`src/rtl/cpu_sequencer.sv`:
```
// Multi-cycle control sequencer for a MIPS-subset datapath: fetch handshake, decode, control strobes, PC.
// Optional `PERF_COUNT_EN adds saturating cycle_cnt/retire_cnt outputs.
module cpu_sequencer #(
    parameter logic [31:0] PC_RESET = 32'h0000_0000
`ifdef PERF_COUNT_EN
    ,
    parameter int unsigned PERF_W   = 32
`endif
) (
    input  logic        clk,
    input  logic        rst_n,
    input  logic [31:0] instr,
    input  logic        instr_valid,
    output logic        instr_ready,
    input  logic [31:0] rs_data,
    input  logic        alu_zero,
    output logic [31:0] pc,
    output logic        RegWr,
    output logic [1:0]  RegDst,
    output logic [2:0]  ALUcntrl,
    output logic        ALUSrc,
    output logic        MemWr,
    output logic        MemToReg,
    output logic        link_sel,
    output logic [31:0] link_addr,
    output logic [4:0]  Rs,
    output logic [4:0]  Rt,
    output logic [4:0]  Rd,
    output logic [4:0]  R31,
    output logic [15:0] imm16,
`ifdef PERF_COUNT_EN
    output logic [PERF_W-1:0] cycle_cnt,
    output logic [PERF_W-1:0] retire_cnt,
`endif
    output logic        halted
);

    localparam logic [5:0] OP_RTYPE = 6'h00;
    localparam logic [5:0] OP_J     = 6'h02;
    localparam logic [5:0] OP_JAL   = 6'h03;
    localparam logic [5:0] OP_BEQ   = 6'h04;
    localparam logic [5:0] OP_BNE   = 6'h05;
    localparam logic [5:0] OP_ADDI  = 6'h08;
    localparam logic [5:0] OP_XORI  = 6'h0E;
    localparam logic [5:0] OP_LW    = 6'h23;
    localparam logic [5:0] OP_SW    = 6'h2B;
    localparam logic [5:0] FN_JR    = 6'h08;
    localparam logic [5:0] FN_ADD   = 6'h20;
    localparam logic [5:0] FN_SUB   = 6'h22;
    localparam logic [5:0] FN_SLT   = 6'h2A;

    localparam logic [2:0] ALU_ADD = 3'd0;
    localparam logic [2:0] ALU_SUB = 3'd1;
    localparam logic [2:0] ALU_XOR = 3'd2;
    localparam logic [2:0] ALU_SLT = 3'd3;

    localparam logic [1:0] DST_RD  = 2'd0;
    localparam logic [1:0] DST_RT  = 2'd1;
    localparam logic [1:0] DST_R31 = 2'd2;

    typedef enum logic [2:0] {
        S_FETCH, S_DECODE, S_EXEC, S_MEM, S_WB, S_HALT
    } state_t;

    typedef enum logic [3:0] {
        K_ILL, K_ADD, K_SUB, K_SLT, K_ADDI, K_XORI, K_LW, K_SW,
        K_BEQ, K_BNE, K_J, K_JR, K_JAL
    } kind_t;

    state_t      state, state_nxt;
    kind_t       kind;
    logic [31:0] ir, ir_nxt;
    logic [31:0] pc_nxt, pc_inc, br_target, j_target;
    logic [31:0] link_addr_nxt;
    logic        accept;
    logic        ready_nxt, halted_nxt, reg_wr_nxt, mem_wr_nxt;
    logic        alu_src_nxt, mem_to_reg_nxt, link_sel_nxt;
    logic [1:0]  reg_dst_nxt;
    logic [2:0]  alu_nxt;

    assign accept    = instr_valid && instr_ready;
    assign pc_inc    = pc + 32'd4;
    assign br_target = pc_inc + {{14{ir[15]}}, ir[15:0], 2'b00};
    assign j_target  = {pc[31:28], ir[25:0], 2'b00};

    assign Rs    = ir[25:21];
    assign Rt    = ir[20:16];
    assign Rd    = ir[15:11];
    assign imm16 = ir[15:0];
    assign R31   = 5'd31;

    // Instruction class of the latched word
    always_comb begin
        kind = K_ILL;
        case (ir[31:26])
            OP_RTYPE: begin
                case (ir[5:0])
                    FN_ADD:  kind = K_ADD;
                    FN_SUB:  kind = K_SUB;
                    FN_SLT:  kind = K_SLT;
                    FN_JR:   kind = K_JR;
                    default: kind = K_ILL;
                endcase
            end
            OP_J:    kind = K_J;
            OP_JAL:  kind = K_JAL;
            OP_BEQ:  kind = K_BEQ;
            OP_BNE:  kind = K_BNE;
            OP_ADDI: kind = K_ADDI;
            OP_XORI: kind = K_XORI;
            OP_LW:   kind = K_LW;
            OP_SW:   kind = K_SW;
            default: kind = K_ILL;
        endcase
    end

    always_ff @(posedge clk or negedge rst_n) begin
        if (!rst_n) state <= S_FETCH;
        else        state <= state_nxt;
    end

    always_comb begin
        state_nxt = state;
        case (state)
            S_FETCH:  if (accept) state_nxt = S_DECODE;
            S_DECODE: state_nxt = (kind == K_ILL) ? S_HALT : S_EXEC;
            S_EXEC: begin
                case (kind)
                    K_ADD, K_SUB, K_SLT, K_ADDI, K_XORI, K_JAL: state_nxt = S_WB;
                    K_LW, K_SW:                                  state_nxt = S_MEM;
                    default:                                     state_nxt = S_FETCH;
                endcase
            end
            S_MEM:   state_nxt = (kind == K_LW) ? S_WB : S_FETCH;
            S_WB:    state_nxt = S_FETCH;
            S_HALT:  state_nxt = S_HALT;
            default: state_nxt = S_FETCH;
        endcase
    end

    // Next values of the registered outputs, keyed on the state being entered
    always_comb begin
        ready_nxt      = (state_nxt == S_FETCH);
        halted_nxt     = (state_nxt == S_HALT);
        reg_wr_nxt     = (state_nxt == S_WB);
        mem_wr_nxt     = (state_nxt == S_MEM) && (kind == K_SW);
        reg_dst_nxt    = DST_RD;
        alu_nxt        = ALU_ADD;
        alu_src_nxt    = 1'b0;
        mem_to_reg_nxt = 1'b0;
        link_sel_nxt   = 1'b0;
        link_addr_nxt  = 32'd0;
        ir_nxt         = ir;
        pc_nxt         = pc;

        if (state_nxt inside {S_EXEC, S_MEM, S_WB}) begin
            case (kind)
                K_SUB:  alu_nxt = ALU_SUB;
                K_SLT:  alu_nxt = ALU_SLT;
                K_ADDI: begin
                    alu_src_nxt = 1'b1;
                    reg_dst_nxt = DST_RT;
                end
                K_XORI: begin
                    alu_nxt     = ALU_XOR;
                    alu_src_nxt = 1'b1;
                    reg_dst_nxt = DST_RT;
                end
                K_LW: begin
                    alu_src_nxt    = 1'b1;
                    reg_dst_nxt    = DST_RT;
                    mem_to_reg_nxt = 1'b1;
                end
                K_SW:   alu_src_nxt = 1'b1;
                K_BEQ, K_BNE: alu_nxt = ALU_SUB;
                K_JAL: begin
                    reg_dst_nxt   = DST_R31;
                    link_sel_nxt  = 1'b1;
                    link_addr_nxt = pc_inc;
                end
                default: ;
            endcase
        end

        if (state == S_FETCH && accept) ir_nxt = instr;

        case (state)
            S_EXEC: begin
                if (state_nxt == S_FETCH) begin
                    case (kind)
                        K_BEQ:   pc_nxt = alu_zero ? br_target : pc_inc;
                        K_BNE:   pc_nxt = alu_zero ? pc_inc : br_target;
                        K_J:     pc_nxt = j_target;
                        K_JR:    pc_nxt = rs_data;
                        default: pc_nxt = pc_inc;
                    endcase
                end
            end
            S_MEM:   if (state_nxt == S_FETCH) pc_nxt = pc_inc;
            S_WB:    pc_nxt = (kind == K_JAL) ? j_target : pc_inc;
            default: ;
        endcase
    end

    always_ff @(posedge clk or negedge rst_n) begin
        if (!rst_n) begin
            ir          <= 32'd0;
            pc          <= PC_RESET;
            instr_ready <= 1'b0;
            halted      <= 1'b0;
            RegWr       <= 1'b0;
            MemWr       <= 1'b0;
            RegDst      <= DST_RD;
            ALUcntrl    <= ALU_ADD;
            ALUSrc      <= 1'b0;
            MemToReg    <= 1'b0;
            link_sel    <= 1'b0;
            link_addr   <= 32'd0;
        end else begin
            ir          <= ir_nxt;
            pc          <= pc_nxt;
            instr_ready <= ready_nxt;
            halted      <= halted_nxt;
            RegWr       <= reg_wr_nxt;
            MemWr       <= mem_wr_nxt;
            RegDst      <= reg_dst_nxt;
            ALUcntrl    <= alu_nxt;
            ALUSrc      <= alu_src_nxt;
            MemToReg    <= mem_to_reg_nxt;
            link_sel    <= link_sel_nxt;
            link_addr   <= link_addr_nxt;
        end
    end

`ifdef PERF_COUNT_EN
    logic retire;
    assign retire = (state == S_WB) ||
                    ((state == S_MEM || state == S_EXEC) && state_nxt == S_FETCH);

    // Saturating performance counters
    always_ff @(posedge clk or negedge rst_n) begin
        if (!rst_n) begin
            cycle_cnt  <= '0;
            retire_cnt <= '0;
        end else begin
            if (state != S_HALT && cycle_cnt != '1)
                cycle_cnt <= cycle_cnt + PERF_W'(1);
            if (retire && retire_cnt != '1)
                retire_cnt <= retire_cnt + PERF_W'(1);
        end
    end
`endif

endmodule

```
`config.mk`:
```
export PLATFORM = sky130hd
export DESIGN_NAME = cpu_sequencer
export DESIGN_NICKNAME = d
export VERILOG_FILES = /design/src/rtl/cpu_sequencer.sv
export SDC_FILE = /design/constraint.sdc
export NUM_CORES = 1
export LEC_CHECK = 0
export CAP_MARGIN = 20
export CORE_UTILIZATION = 50
export CTS_BUF_LIST = sky130_fd_sc_hd__clkbuf_4 sky130_fd_sc_hd__clkbuf_8 sky130_fd_sc_hd__clkbuf_16
export DETAILED_ROUTE_END_ITERATION = 12
export GPL_TIMING_DRIVEN = 0
export PLACE_DENSITY = 0.84
export SETUP_SLACK_MARGIN = 0.15
export SLEW_MARGIN = 15
export SYNTH_ARGS = -nofsm -noshare
export SYNTH_HDL_FRONTEND = slang
export SYNTH_SLANG_ARGS = --single-unit
export TNS_END_PERCENT = 50
```
`constraint.sdc`:
```
create_clock -name clk -period 9.8 [get_ports clk]
set_clock_uncertainty 0.15 [all_clocks]
set_input_delay 1.96 -clock clk [delete_from_list [all_inputs] [get_ports clk]]
set_output_delay 1.96 -clock clk [all_outputs]
set_load 0.1 [all_outputs]
```
==> results.json, run 1 <==
{
  "ios": 180,
  "grtUsageTotal_pct": 33.4,
  "cts_hold_buffers": 0,
  "vias_per_cell": 6.32,
  "finalSetupViolations": 0,
  "yosysTopAreaCell": "dfrtp_1",
  "post_drt_wl_per_cell_um": 21.0,
  "cts_max_path_buffers": 2,
  "cts_sinks": 109,
  "drive_gt1_share_pct": 11.3,
  "syn-instance-count": 941,
  "num_vias": 8552,
  "crit_fanout": 7,
  "slew_viol_final": 0,
  "worstSetupStartpointType": "flop",
  "cts_buffers": 9,
  "yosysMostFrequentCell": "dfrtp_1",
  "drt_pass1_iterations": 8,
  "initial_core_util_pct": 51.7,
  "io_buffer_count": 173,
  "cts_resized": 0,
  "r2r_setup_slack_ps": 4360,
  "max_slew_margin_pct": 28.2,
  "route.detailed.drc": 0,
  "grt_pass1_wl_um": 42800,
  "drv_cap": 0,
  "fillerInstances": 1325,
  "rsz0062_at_grt": "false",
  "grt_max_degree": 62,
  "htree_levels": 3,
  "yosysSeqAreaShare_pct": 32.9,
  "fin_util_pct": 66.6,
  "core-area_um2": 16100,
  "final_area_um2": 10700,
  "synth.top_cell.area_share_pct": 32.9,
  "p_total_w": 0.000911,
  "ys_ff_latch": 109,
  "ant_nets": 0,
  "cts_tree": "built",
  "crit_start": "pc[7]",
  "end_kind": "flop",
  "hold_viol_final": 0,
  "dp.final_hpwl_um": 21500,
  "fin_crit_sh_pct": 55.5,
  "outcome": "finished, final reports clean",
  "path_class": "reg2reg",
  "cts_root_buf": "clkbuf_16",
  "hold_path.class": "reg2reg",
  "synthArstFlopShare_pct": 100,
  "r2r_start": "pc[7]",
  "synth.distinct_cells": 85,
  "synth_area_um2": 8300,
  "design.die.area_um2": 17100,
  "dieHeight_um": 131,
  "static-leakage-power_nw": 4.73,
  "rows": 46,
  "antenna_cells": 0,
  "grt_pass1_vias": 7848,
  "syn2layout_area_growth_pct": 28.9,
  "yosysWarnings": 0,
  "clk_latency_ps": 360,
  "hold_start": "pc[11]",
  "wl_um": 28500,
  "clk_pin_slew_ps": 80,
  "fmax_mhz": 184,
  "cp.arrival_ps": 5510,
  "die_x_um": 131,
  "antenna_found_initial": 0,
  "postCtsSetupBuffers": 0,
  "ys_top_cells_by_count": "dfrtp_1 (109), nand2_1 (85), nor2_1 (65)",
  "place_congestion": 0.968,
  "ys_top_cells_by_area": "dfrtp_1 (33%), ha_1 (5.6%), mux2_2 (4.2%)",
  "ys.flop_type": "dfrtp_1",
  "fin_crit_ps": 5440,
  "place_area_um2": 10400,
  "drtIter0Drc": 1198,
  "final_nets": 1238,
  "grt_overflow": 0,
  "worst_pin_slew_ps": 1080,
  "synth_area_per_cell_um2": 8.82,
  "power_density_nw_per_um2": 85.2,
  "vdd_ir_drop_max_uv": 86.8,
  "cp.required_ps": 9870,
  "synth_edf_count": 0,
  "fin_tns_setup_ps": 0
}
per-layer routing:
layer | wire [µm] | global-route usage, % | part of all wire [%]
met1 | 11300 | 44.6 | 40
met2 | 13000 | 52.5 | 46
met3 | 3160 | 7.04 | 11
met4 | 942 | 14.4 | 3.3
met5 | 0 | 0 | 0
worst max-delay path, cell delays in order, from the launching register on:
cell	delay (ps)
dfrtp_1	340
clkbuf_1	250
nand4_1	330
nor4_2	820
nand3_1	180
xor2_1	320
inv_1	110
ha_1	420
nand2_1	110
a211oi_1	160
o21ai_0	260
a311oi_1	500
nor2_1	170
or4_1	470
and3_1	200
o41ai_1	490
cell usage in the layout, fill, tap and decap left out, types with 6 or more instances in the layout:
cell and n:
clkdlybuf4s50_1 172, dfrtp_1 109, nand2_1 85, nor2_1 65, a21oi_1 56, o21ai_0 43, buf_4 41, ha_1 37
clkbuf_1 34, inv_1 33, mux2_2 31, xnor2_1 29, o31ai_1 25, a221oi_1 24, nor3_1 23, nand3_1 22
xor2_1 21, nand4_1 19, a21o_1 17, and3_1 16, nor2b_1 13, nand2b_1 12, nor2b_4 10, and2_1 9
o21a_1 9, clkbuf_16 9, a31oi_1 8, o211ai_1 7, a221o_1 7, a211oi_1 7, or3_1 6, a22oi_1 6
a22o_1 6, conb_1 6
kinds of logic after synthesis:
group / synth area share [%]
xor+xnor: 5.28
buf+inv: 7.72
flops: 32.9
fa+ha+maj: 5.82
mux: 4.69
simple gates: 21.0
other cells: 0.0905
compound gates: 22.5
state kept, by name, summed over array words and instances (netlist names):
signal	cells
ir	32
ALUSrc	1
pc	32
instr_ready	1
RegDst	2
RegWr	1
link_addr	32
MemWr	1
ALUcntrl	2
state	3
MemToReg	1
halted	1
stage by stage:
| stage | std cells | setup WS [ps] | hold WS (ps) |
|---|---|---|---|
| 2_1_floorplan | 945 | 4950 | 375 |
| 3_3_place_gp | 1334 | 2400 | 360 |
| 3_5_place_dp | 1337 | 4750 | 353 |
| 4_1_cts | 1353 | 4700 | 372 |
| 5_1_grt | 1353 | 4260 | 394 |
| 6_report | 1353 | 4360 | 370 |
area by class of cell:
cell class	count	area, µm²	share of cell area (%)
clock inverters	5	82.6	0.772
flip-flops and latches	109	2730	25.5
plain buffers	85	517	4.83
multi-input cells	718	4960	46.3
well taps	216	270	2.53
clock buffers	11	246	2.30
inverters	33	124	1.16
repair buffers	176	1770	16.6
power by group:
part | internal (W) | leakage, nW | switching, W
Combinational | 0.0000265 | 3.18 | 0.0000254
Sequential | 0.000449 | 1.39 | 0
Clock | 0.000235 | 0.164 | 0.000175
path summary, 6_finish.rpt:
kind                                  to  cells past startpoint
max in group asynchronous         pc[10]                      2
hold reg to reg                   pc[11]                      2
hold / removal                    pc[11]                      2
setup reg to reg                  pc[24]                     15
setup / recovery                  pc[24]                     15
min in group asynchronous  link_addr[23]                      1
No activity file was read; power rests on OpenSTA's default activity.
==> run 2: changes to the inputs <==
CORE_UTILIZATION = 47   (was 50)
PLACE_DENSITY = 0.83   (was 0.84)
clock period = 4.5 ns   (was 9.8 ns; I/O delays follow)
==> run 2 against run 1 <==
  * Hold slack better by 8.7 ps
  * Sequential share of layout area down 0.53 points
  * Worst setup slack worse by 4200 ps
  * Power up 100%
  * Combinational power up 120%
  * Cell count up 1.6%
  * Sequential cell count unchanged
  * Wire length up 2.7%
  * Clock-buffer cell count up 2
  * Critical path type unchanged
==> results.json, run 2 (synthesis results as in run 1) <==
{
  "dp.cells": 1345,
  "power_density_nw_per_um2": 168,
  "vias_per_cell": 6.25,
  "cts_root_buf": "clkbuf_16",
  "die_x_um": 135,
  "worstSetupStartpointType": "flop",
  "htree_levels": 3,
  "num_vias": 8591,
  "rows": 48,
  "io_buffer_count": 173,
  "fmax_mhz": 231,
  "max_slew_margin_pct": 25.2,
  "static-leakage-power_nw": 4.80,
  "path_buf_inv": 2,
  "cts_hold_buffers": 0,
  "path_delay_family": "compound AO/OA/AOI/OAI gates",
  "drt_pass1_iterations": 8,
  "route.detailed.drc": 0,
  "design.die.area_um2": 18200,
  "end_kind": "flop",
  "cts_max_path_buffers": 2,
  "worst_pin_slew_ps": 1120,
  "cp.arrival_ps": 4410,
  "slowest_delay_ps": 490,
  "pwr-share-comb_pct": 6.1,
  "hold_path.class": "in2async",
  "top_regs": "ir (32), link_addr (32), pc (32)",
  "antenna_cells": 0,
  "slowest_stage": "or4_1",
  "path_cells": "ha_2, nand3_2, nor4_4, buf_4, nand3_1, xor2_2, inv_1, ha_1, a21oi_1, a21boi_1, a211oi_4, o211ai_1, a2111oi_1, or4_1, a32o_1",
  "cp.required_ps": 4590,
  "dieHeight_um": 135,
  "core-area_um2": 17300,
  "p_sw_share_pct": 22.2,
  "place_area_um2": 10400,
  "antenna_found_initial": 0,
  "final_area_um2": 11000,
  "hold_viol_final": 0,
  "initial_core_util_pct": 48.0,
  "cts_buffers": 9,
  "grt_pass1_vias": 8070,
  "crit_fanout": 7,
  "grt_overflow": 0,
  "drtIter0Drc": 1066,
  "slew_viol_final": 0,
  "wl_um": 29200,
  "place_congestion": 0.990,
  "fin_crit_sh_pct": 96.0,
  "clockPowerShare_pct": 40.8,
  "layout_commonest_cell": "clkdlybuf4s50_1",
  "fin_tns_setup_ps": 0,
  "vdd_ir_drop_max_uv": 168,
  "grt_pass1_wl_um": 44900,
  "final_cells": 1374,
  "syn2layout_area_growth_pct": 32.5,
  "ant_nets": 0,
  "final_nets": 1251,
  "grtUsageTotal_pct": 32.3,
  "fin_crit_ps": 4320,
  "mostFrequentLayoutCells": "clkdlybuf4s50_1 (172), dfrtp_1 (99), nand2_1 (84)",
  "cts_sinks": 109,
  "outcome": "finished, final reports clean",
  "path_class": "reg2reg",
  "seqPwrFrac_pct": 53.1,
  "finalSetupViolations": 0,
  "intPower_w": 0.00143,
  "clk_latency_ps": 360,
  "clk_pin_slew_ps": 70,
  "cts_tree": "built",
  "grt_max_degree": 69,
  "rsz0062_at_grt": "false",
  "ios": 180,
  "drv_cap": 0,
  "drive_gt1_share_pct": 15.8,
  "dp.final_hpwl_um": 21700,
  "post_drt_wl_per_cell_um": 21.3,
  "p_sw_w": 0.000409
}
## run 2: cell count changes in the layout (fill, tap and decap cells not counted), moves of 3 or more
cell | before | now
dfrtp_2 | 0 | 8
xor2_1 | 21 | 16
nand3_1 | 22 | 19
dfrtp_1 | 109 | 99
ha_1 | 37 | 33
nand3_2 | 0 | 3
clkbuf_4 | 1 | 4
xnor2_1 | 29 | 25
xor2_2 | 0 | 5
a211oi_1 | 7 | 4
buf_4 | 41 | 56
nor3_1 | 23 | 20
nor3_2 | 1 | 4
## run 2: routing by layer
| metal | wire [µm] | track usage (%) | part of all wire [%] |
|---|---|---|---|
| met5 | 0 | 0 | 0 |
| met4 | 1170 | 14.0 | 4.0 |
| met3 | 3220 | 6.94 | 11 |
| met2 | 13200 | 50.0 | 45 |
| met1 | 11600 | 43.5 | 40 |
## run 2: final timing paths
kind / cells after the start / to / from / slack, ps
setup / recovery: 15 / pc[27] / pc[2] / 180
hold / removal: 1 / link_addr[28] / rst_n / 380
setup reg to reg: 15 / pc[27] / pc[2] / 180
hold reg to reg: 2 / link_addr[1] / pc[1] / 380
max in group asynchronous: 2 / pc[2] / rst_n / 3140
min in group clk: 2 / link_addr[1] / pc[1] / 380
## run 2: area by class of cell
class / count / area (µm²)
fill: 1481 / 6300
multi-input combinational: 718 / 5180
sequential: 109 / 2750
timing repair buffer: 190 / 1880
buffer: 84 / 514
tap: 225 / 282
clock buffer: 13 / 255
inverter: 33 / 124
clock inverter: 2 / 12.5
## run 2: per-stage QoR
step / hold WS [ps] / setup slack (ps) / power (W) / utilization [%]
finish: 379 / 180 / 0.00184 / 63.6
global route: 413 / 17.1 / 0.00190 / 63.6
CTS: 382 / 101 / 0.00185 / 62.2
detailed placement: 371 / -574 / 0.00111 / 60.1
global placement: 359 / -2580 / 0.00111 / 59.8
floorplan: 375 / 125 / 0.00103 / -
## run 2: what timing repair did
action | CTS | global route
gates cloned | 0 | 0
pin swaps | 3 | 8
buffers inserted | 4 | 11
gates resized for setup | 11 | 29
endpoints found under the setup margin | 13 | 12
## run 2: power groups by stage
stage	clock, W	combinational (W)	sequential, W
floorplan	0	0.0000268	0.000998
global placement	0	0.000109	0.000998
detailed placement	0	0.000113	0.000998
CTS	0.000757	0.000113	0.000979
global route	0.000806	0.000120	0.000978
finish	0.000752	0.000112	0.000979
## run 2: worst reg2reg max path, stage by stage (launching register included)
cell and delay (ps):
dfrtp_4 470, ha_2 240, nand3_2 160, nor4_4 250, buf_4 210, nand3_1 150, xor2_2 220, inv_1 80
ha_1 310, a21oi_1 180, a21boi_1 390, a211oi_4 110, o211ai_1 410, a2111oi_1 160, or4_1 490, a32o_1 230
